File: src/rtl/clk_div_pkg.sv
// Shared constants and mode encoding for the
// programmable clock divider.
package clk_div_pkg;

  localparam int CNT_W_DEF = 26;

  // Half-period divisors from a 50 MHz clock
  localparam int DIV_1KHZ = 25000;
  localparam int DIV_1HZ  = 25_000_000;

  typedef enum logic {
    MODE_SQUARE = 1'b0,
    MODE_PULSE  = 1'b1
  } mode_e;

endpackage

File: src/rtl/clk_divider_prog.sv
// Programmable clock divider: square or pulse output,
// divisor loaded through a shadow register applied at wrap.
// Ports:
//   clk, rst      clock, async active-high reset
//   en            count enable (low = hold)
//   mode          0 square, 1 pulse (sampled at wrap)
//   div_val       requested divisor H
//   div_load      one-cycle strobe capturing div_val
//   clk_out       registered divided output
//   tick          one-cycle pulse after each wrap
//   load_pending  shadow divisor waiting for a wrap
//   div_active    divisor currently in use
module clk_divider_prog
  import clk_div_pkg::*;
#(
  parameter int CNT_W       = CNT_W_DEF,
  parameter int DEFAULT_DIV = DIV_1KHZ
) (
  input  logic             clk,
  input  logic             rst,
  input  logic             en,
  input  logic             mode,
  input  logic [CNT_W-1:0] div_val,
  input  logic             div_load,
  output logic             clk_out,
  output logic             tick,
  output logic             load_pending,
  output logic [CNT_W-1:0] div_active
);

  localparam logic [CNT_W-1:0] DEF_DIV =
    CNT_W'(DEFAULT_DIV);
  localparam logic [CNT_W-1:0] ONE =
    CNT_W'(1);

  logic [CNT_W-1:0] cnt;
  logic [CNT_W-1:0] shadow;
  logic [CNT_W-1:0] eff_div;
  logic [CNT_W-1:0] term;
  logic             wrap;
  mode_e            mode_q;
  mode_e            mode_in;

  // Zero divisor behaves as one, so term never
  // underflows and a plain equality ends the period.
  always_comb begin
    eff_div = div_active;
    if (div_active == '0) begin
      eff_div = ONE;
    end
    term    = eff_div - ONE;
    wrap    = en && (cnt == term);
    mode_in = mode_e'(mode);
  end

  // Counter; an en-low load clears it so the
  // count always stays below the new divisor.
  always_ff @(posedge clk or posedge rst) begin
    if (rst) begin
      cnt <= '0;
    end else if (en) begin
      if (wrap) begin
        cnt <= '0;
      end else begin
        cnt <= cnt + ONE;
      end
    end else if (div_load) begin
      cnt <= '0;
    end
  end

  // Divisor, shadow and pending flag
  always_ff @(posedge clk or posedge rst) begin
    if (rst) begin
      div_active   <= DEF_DIV;
      shadow       <= DEF_DIV;
      load_pending <= 1'b0;
    end else if (!en) begin
      if (div_load) begin
        div_active   <= div_val;
        shadow       <= div_val;
        load_pending <= 1'b0;
      end
    end else if (wrap) begin
      // A load coinciding with the wrap wins
      // over an older shadow value.
      if (div_load) begin
        div_active <= div_val;
      end else if (load_pending) begin
        div_active <= shadow;
      end
      load_pending <= 1'b0;
    end else if (div_load) begin
      shadow       <= div_val;
      load_pending <= 1'b1;
    end
  end

  // Output stage. In pulse mode clk_out mirrors
  // tick; in square mode it toggles per wrap and
  // restarts high when entering from pulse mode.
  always_ff @(posedge clk or posedge rst) begin
    if (rst) begin
      clk_out <= 1'b0;
      tick    <= 1'b0;
      mode_q  <= MODE_SQUARE;
    end else if (wrap) begin
      tick   <= 1'b1;
      mode_q <= mode_in;
      if (mode_in == MODE_PULSE) begin
        clk_out <= 1'b1;
      end else if (mode_q == MODE_PULSE) begin
        clk_out <= 1'b1;
      end else begin
        clk_out <= ~clk_out;
      end
    end else begin
      tick <= 1'b0;
      if (mode_q == MODE_PULSE) begin
        clk_out <= 1'b0;
      end
    end
  end

endmodule

File: config.mk
export PLATFORM = sky130hd
export DESIGN_NAME = clk_divider_prog
export DESIGN_NICKNAME = d
export VERILOG_FILES = /design/src/rtl/clk_div_pkg.sv /design/src/rtl/clk_divider_prog.sv
export SDC_FILE = /design/constraint.sdc
export NUM_CORES = 1
export LEC_CHECK = 0
export ABC_AREA = 1
export BUFFER_PORTS_ARGS = -buffer_cell sky130_fd_sc_hd__buf_2
export CAP_MARGIN = 20
export CORE_MARGIN = 8
export CORE_UTILIZATION = 40
export DETAILED_ROUTE_END_ITERATION = 10
export SKIP_CTS_REPAIR_TIMING = 1
export SLEW_MARGIN = 0
export SYNTH_ARGS = -nofsm -noshare
export SYNTH_HDL_FRONTEND = slang
export SYNTH_SLANG_ARGS = --single-unit
File: constraint.sdc
create_clock -name clk -period 2.95 [get_ports clk]
set_input_delay 0.59 -clock clk [delete_from_list [all_inputs] [get_ports clk]]
set_output_delay 0.59 -clock clk [all_outputs]
set_load 0.1 [all_outputs]
==> impl_results.md, run 1 <==
- Wirelength per Cell: 15.0 um
- Switch share: 0.401
- Outcome: complete, but fails checks
- Worst VDD drop: 276 uV
- Die area: 0.0173 mm^2
- Internal: 0.00252 W
- Via density: 4.92
- Yosys reg bits: 82
- Synth Instances: 767
- Global route total overflow: 0
- Sequential Area: 0.00211 mm^2
- Arrival time worst endpoint: 3220 ps
- Vias in the first global route: 4985
- Core area: 0.0131 mm^2
- Clk root buf: clkbuf_16
- Starting Density: 0.406
- Final-report hold violation count: 0
- Fmax: 0.332 GHz
- Worst setup SP type: flip-flop
- Worst Max-Slew Pin Slew: 914 ps
- Routability cong.: 0.887
- CTS tree: yes
- Final setup margin: -58.3 ps
- First-pass GRT wire length: 24600 um
- Setup violations, final: 50
- Synth area leader: dfrtp_1
- Period utilization: 1.02
- Synthesis Warnings: 0
- Net Switching: 0.00169 W
- Site Rows: 42
- Pwr dens: 605 mW/mm^2
- HPWL after detailed placement: 10700 um
- Avg Cell Area, Syn: 6.95 um^2
- R2R depth: 20
- Clk pwr share: 0.292
- Max Slew Vio Count: 0
- Netlist Area Pre-Place: 0.00533 mm^2
- R2R Path Start: div_active[3]$_DFFE_PP1P_
- Pleak: 3.35 nW
- Top post-synthesis cells by area: dfrtp_1 33%, nand2_1 19%, xor2_1 7.4%
- Max-cap check violation count: 0
- ANT nets after route: 0
- CP Max Fanout: 8
- Final Skew: 8.44 ps
- Number of I/O pins: 60
- Port bufs: 59
- Worst Path Required: 3160 ps
- Crit. Startpoint: div_active[3]$_DFFE_PP1P_
- Antenna cell count: 0
- DRT Wirelength: 15500 um
- Rel. slew slack: 0.387
- Net Count, Synth: 800
- Area growth from synthesis to layout: 30.2%
- Gate power share: 0.383
- Worst Setup Path Type: reg2reg
- Post-synthesis sequential area ratio: 0.388
- Pre-CTS setup slack: -119 ps
- Setup crit end: cnt[14]$_DFFE_PP0P_
- Nets: 888
- Post-layout min period: 3010 ps
- Top cells by count, synth: 271 x nand2_1, 87 x inv_1, 70 x dfrtp_1
- DRC Markers: 0
- Largest net degree at the start of global routing: 54
- Hold crit path type: in2async
- Most frequent cell after synthesis: nand2_1
- Initial antenna violation count: 0
- Total CTS buffers: 9
- Failing checks: setup timing
- Async SR Flop Fraction: 1.00
- Worst R2R Setup Slack: -60 ps
- Vias: 5098
- # clock sinks: 82
- Top cell type's share of synthesized area: 0.328
- H-tree depth: 3
- Chip width: 131 um
- Clock Path Buffers: 2
- Footprint of the multi-input gates: 0.00311 mm^2
- Initial DRC count: 398
- Clock Latency Late Sink: 350 ps
- Distinct cells, synth: 36
- Total power: 0.00420 W
- Chip height: 131 um
- EDFF count, synth: 0
- Sequential power share: 0.325
- Synth Flop Type: dfrtp_1
- GRT Overall Usage: 0.173
- Clk slew on worst S/H paths: 60 ps
- Crit end category: flip-flop
- RSZ-0062 raised after global routing: yes
- 1st-pass router iterations: 5
- # fillers: 1246
- RR Endpoint: cnt[14]$_DFFE_PP0P_
- Layout cell share with drive strength beyond 1: 0.271
==> layout by cell type, fill, tap and decap left out, drive strengths merged, types with 3 or more instances in the layout <==
master	netlist	layout
nor2	57	57
xor2	45	45
o21ai	65	65
dfstp	12	12
xnor2	14	14
nand4	10	10
nand2	275	275
clkbuf	15	15
dfrtp	70	70
buf	16	103
nor3	11	11
nand3	48	48
clkinv	1	4
o22ai	18	18
nor4	3	3
nand3b	5	5
inv	91	91
a21oi	4	4
==> critical path: stages, from the launching register on <==
cell	delay (ps)
dfstp_4	620
nor2_4	40
nand2_1	80
nor2_1	60
nand2_2	70
nor2_4	40
nor2_4	100
ha_4	180
nand2_4	60
nor2_4	180
nand2_4	100
inv_2	70
nand2_2	60
xnor2_2	140
nand3_1	100
nor2_2	170
nand3_4	130
o21bai_4	230
buf_12	190
clkbuf_16	180
o22ai_2	60
==> power groups by stage <==
stage / Sequential, W / Combinational [W] / Clock [W]
final: 0.00137 / 0.00161 / 0.00123
after CTS: 0.00136 / 0.00153 / 0.00125
after floorplan: 0.00188 / 0.000617 / 0
after global placement: 0.00138 / 0.00151 / 0
after global routing: 0.00138 / 0.00175 / 0.00131
after detailed placement: 0.00138 / 0.00152 / 0
==> layer usage <==
layer | wire length [um] | up-vias | global-route usage
li1 | - | 2581 | -
met1 | 6950 | 2379 | 0.221
met2 | 7670 | 118 | 0.286
met3 | 655 | 20 | 0.0354
met4 | 266 | 0 | 0.0555
met5 | 0 | - | 0
==> flip-flops by register name, summed over array words and instances (netlist names) <==
register	flops
load_pending	1
mode_q	1
cnt	26
clk_out	1
shadow	26
tick	1
div_active	26
==> worst min-delay path by stage <==
stage / startpoint / end / slack, ps / cells after the start
final: rst / div_active[21]$_DFFE_PP0P_ / 330 / 2
after CTS: rst / div_active[24]$_DFFE_PP0P_ / 340 / 2
after global routing: rst / div_active[21]$_DFFE_PP0P_ / 380 / 2
after global placement: mode_q$_DFFE_PP0P_ / mode_q$_DFFE_PP0P_ / 450 / 2
after detailed placement: shadow[8]$_DFFE_PP1P_ / shadow[8]$_DFFE_PP1P_ / 460 / 2
after floorplan: mode_q$_DFFE_PP0P_ / mode_q$_DFFE_PP0P_ / 440 / 2
==> stage by stage <==
stage                     area, um^2  hold slack (ps)  setup TNS (ps)  cells  utilization
final                           6940              326           -1670   1036        0.528
after global routing            6940              382          -12920   1036        0.528
after CTS                       6480              344           -8730   1027        0.494
after detailed placement        6160              459           -5540   1011        0.469
after global placement          6160              454           -2210   1011        0.469
after floorplan                 5460              443            -844    767            -
==> cell type report <==
type,instances,share of cell area
timing repair inverter,1,0.000901
sequential,82,0.305
clock buffer,11,0.0350
inverter,92,0.0510
clock inverter,5,0.0112
tap,176,0.0317
timing repair buffer,107,0.117
multi-input combinational,562,0.449
==> cell families (layout without fill, tap and decap cells) <==
kind of cell	Yosys count	after routing	share of synthesized area
AOI/OAI and AO/OA	88	88	0.0873
and+or+nand+nor	413	413	0.329
DFF	82	82	0.388
xor gates and xnor gates	59	59	0.0969
adders and majority gates	2	2	0.00469
buffers and inverters	123	216	0.0946
No activity file was read; power rests on OpenSTA's default activity.
==> inputs of run 2 (changes only) <==
--- a/config.mk
+++ b/config.mk
@@ -9,8 +9,10 @@
 export BUFFER_PORTS_ARGS = -buffer_cell sky130_fd_sc_hd__buf_2
 export CAP_MARGIN = 20
 export CORE_MARGIN = 8
-export CORE_UTILIZATION = 40
+export CORE_UTILIZATION = 54
 export DETAILED_ROUTE_END_ITERATION = 10
+export PLACE_DENSITY = 0.77
+export SETUP_SLACK_MARGIN = 0.05
 export SKIP_CTS_REPAIR_TIMING = 1
 export SLEW_MARGIN = 0
 export SYNTH_ARGS = -nofsm -noshare
==> run 2 against run 1 <==
Compared with the run above:
- the flow still finishes with violations (setup timing)
- sequential power hardly changed
- wire length decreased by 4.4%
- die area shrank 23%
- sequential share of layout area rose by 0.89 points
- cell count shrank 4.2%
- clock power shrank 30%
==> impl_results.md, run 2 (synthesized netlist as in run 1, its figures left out) <==
- Worst setup SP type: flip-flop (unchanged)
- RR Endpoint: div_active[18]$_DFFE_PP0P_ (was cnt[14]$_DFFE_PP0P_)
- Chip width: 115 um (was 131 um)
- Wirelength per Cell: 15.0 um (about the same)
- Commonest non-fill, non-tap cell in the layout: nand2_1 (unchanged)
- Rel. slew slack: 0.539 (was 0.387)
- Clock Path Buffers: 2 (unchanged)
- Fmax: 0.334 GHz (was 0.332 GHz)
- Placement Cell Area: 0.00610 mm^2 (was 0.00616 mm^2)
- Arrival time worst endpoint: 3250 ps (was 3220 ps)
- RSZ-0062 raised after global routing: yes (unchanged)
- Most frequent cells in the layout: 224 x nand2_1, 85 x inv_1, 59 x buf_2 (was 263 x nand2_1, 85 x inv_1, 59 x buf_2)
- Period utilization: 1.02 (about the same)
- Worst Max-Slew Pin Slew: 691 ps (was 914 ps)
- Initial antenna violation count: 0 (unchanged)
- Clock Latency Late Sink: 370 ps (was 350 ps)
- R2R depth: 20 (unchanged)
- First-pass GRT wire length: 22900 um (was 24600 um)
- Max-cap check violation count: 0 (unchanged)
- Worst Path Required: 3210 ps (was 3160 ps)
- Worst R2R Setup Slack: -40 ps (was -60 ps)
- Clk slew on worst S/H paths: 100 ps (was 60 ps)
- Post-layout min period: 2990 ps (was 3010 ps)
- Area growth from synthesis to layout: 26.4% (was 30.2%)
- Nets: 888 (unchanged)
- Layout cell share with drive strength beyond 1: 0.290 (was 0.271)
- Core area: 0.00968 mm^2 (was 0.0131 mm^2)
- Final setup margin: -44.8 ps (was -58.3 ps)
- Port bufs: 59 (unchanged)
- Global route total overflow: 0 (unchanged)
- Setup violations, final: 54 (was 50)
- Die area: 0.0133 mm^2 (was 0.0173 mm^2)
- Pleak: 3.34 nW (was 3.35 nW)
- 1st-pass router iterations: 7 (was 5)
- CTS tree: yes (unchanged)
- ANT nets after route: 0 (unchanged)
- Final Skew: 13.2 ps (was 8.44 ps)
- # clock sinks: 82 (unchanged)
- Final Non-Filler Cells: 993 (was 1036)
- Outcome: complete, but fails checks (unchanged)
- Initial DRC count: 387 (was 398)
- # fillers: 796 (was 1246)
- Via density: 5.33 (was 4.92)
- Design Area, Final: 0.00674 mm^2 (was 0.00694 mm^2)
- Regs by FF count: cnt: 26 flops, div_active: 26 flops, shadow: 26 flops (unchanged)
- Clk root buf: clkbuf_8 (was clkbuf_16)
- Crit end category: flip-flop (unchanged)
- Worst Setup Path Type: reg2reg (unchanged)
- Starting Density: 0.551 (was 0.406)
- Total CTS buffers: 9 (unchanged)
- Total power: 0.00385 W (was 0.00420 W)
- Vias in the first global route: 4931 (was 4985)
- Site Rows: 36 (was 42)
- Max Slew Vio Count: 0 (unchanged)
- Largest net degree at the start of global routing: 54 (unchanged)
- Setup crit end: div_active[18]$_DFFE_PP0P_ (was cnt[14]$_DFFE_PP0P_)
- Post-Route Setup TNS: -898 ps (was -1670 ps)
- HPWL after detailed placement: 10200 um (was 10700 um)
- GRT Overall Usage: 0.213 (was 0.173)
- Chip height: 115 um (was 131 um)
- Crit. Startpoint: div_active[3]$_DFFE_PP1P_ (unchanged)
- Final-report hold violation count: 0 (unchanged)
- Routability cong.: 0.919 (was 0.887)
- Number of I/O pins: 60 (unchanged)
- Pre-CTS setup slack: -158 ps (was -119 ps)
- Vias: 5294 (was 5098)
- R2R Path Start: div_active[3]$_DFFE_PP1P_ (unchanged)
- DRC Markers: 0 (unchanged)
- CP Max Fanout: 13 (was 8)
- Worst VDD drop: 351 uV (was 276 uV)
- DP Cell Count: 969 (was 1011)
- Failing checks: setup timing (unchanged)
- Antenna cell count: 0 (unchanged)
- Pwr dens: 571 mW/mm^2 (was 605 mW/mm^2)
- Hold crit path type: in2async (unchanged)
- DRT Wirelength: 14900 um (was 15500 um)
- H-tree depth: 3 (unchanged)
run 2: layout make-up:
cell class / count / area [um^2] / share of cell area
inverters: 92 / 359 / 0.0533
multi-input cells: 563 / 3110 / 0.461
clock inverters: 6 / 66.3 / 0.00983
clock buffers: 10 / 138 / 0.0204
well taps: 133 / 166 / 0.0247
flip-flops and latches: 82 / 2110 / 0.314
repair buffers: 107 / 790 / 0.117
run 2: critical path, cell delays in order, from the launching register on:
cell      delay (ps)
dfstp_4          640
nor2_4            30
nand2_1           80
nor2_2            40
nand2_1           70
nor2_2            50
nor2_4           130
ha_4             170
nand2_4           70
nor2_4           180
nand2_4           90
nor2_4           140
xor2_2           170
nand2_1           90
nor2_2           130
nand3_2          130
o21bai_4         180
buf_12           180
nand2_8          120
nand2_2          100
nand2_1           50
run 2: worst min-delay path by stage:
stage | to | slack, ps | cells past startpoint
floorplan | mode_q$_DFFE_PP0P_ | 440 | 2
global placement | mode_q$_DFFE_PP0P_ | 450 | 2
detailed placement | shadow[7]$_DFFE_PP1P_ | 460 | 2
CTS | tick$_DFF_PP0_ | 290 | 2
global route | tick$_DFF_PP0_ | 330 | 2
finish | tick$_DFF_PP0_ | 270 | 2
run 2: layer usage:
layer | up-vias | track usage | part of all wire
li1 | 2583 | - | -
met1 | 2488 | 0.270 | 0.42
met2 | 175 | 0.357 | 0.49
met3 | 48 | 0.0315 | 0.058
met4 | 0 | 0.0858 | 0.031
met5 | - | 0 | 0
run 2: where the power goes:
part,internal [W],switching [W],leakage [nW]
combinational,0.000477,0.00114,2.24
clock,0.000414,0.000447,0.0945
sequential,0.00127,0.000105,1.01
run 2: stage by stage:
| step | hold WS [ps] | util |
|---|---|---|
| 2_1_floorplan | 443 | - |
| 3_3_place_gp | 453 | 0.630 |
| 3_5_place_dp | 458 | 0.630 |
| 4_1_cts | 290 | 0.651 |
| 5_1_grt | 334 | 0.696 |
| 6_report | 273 | 0.696 |
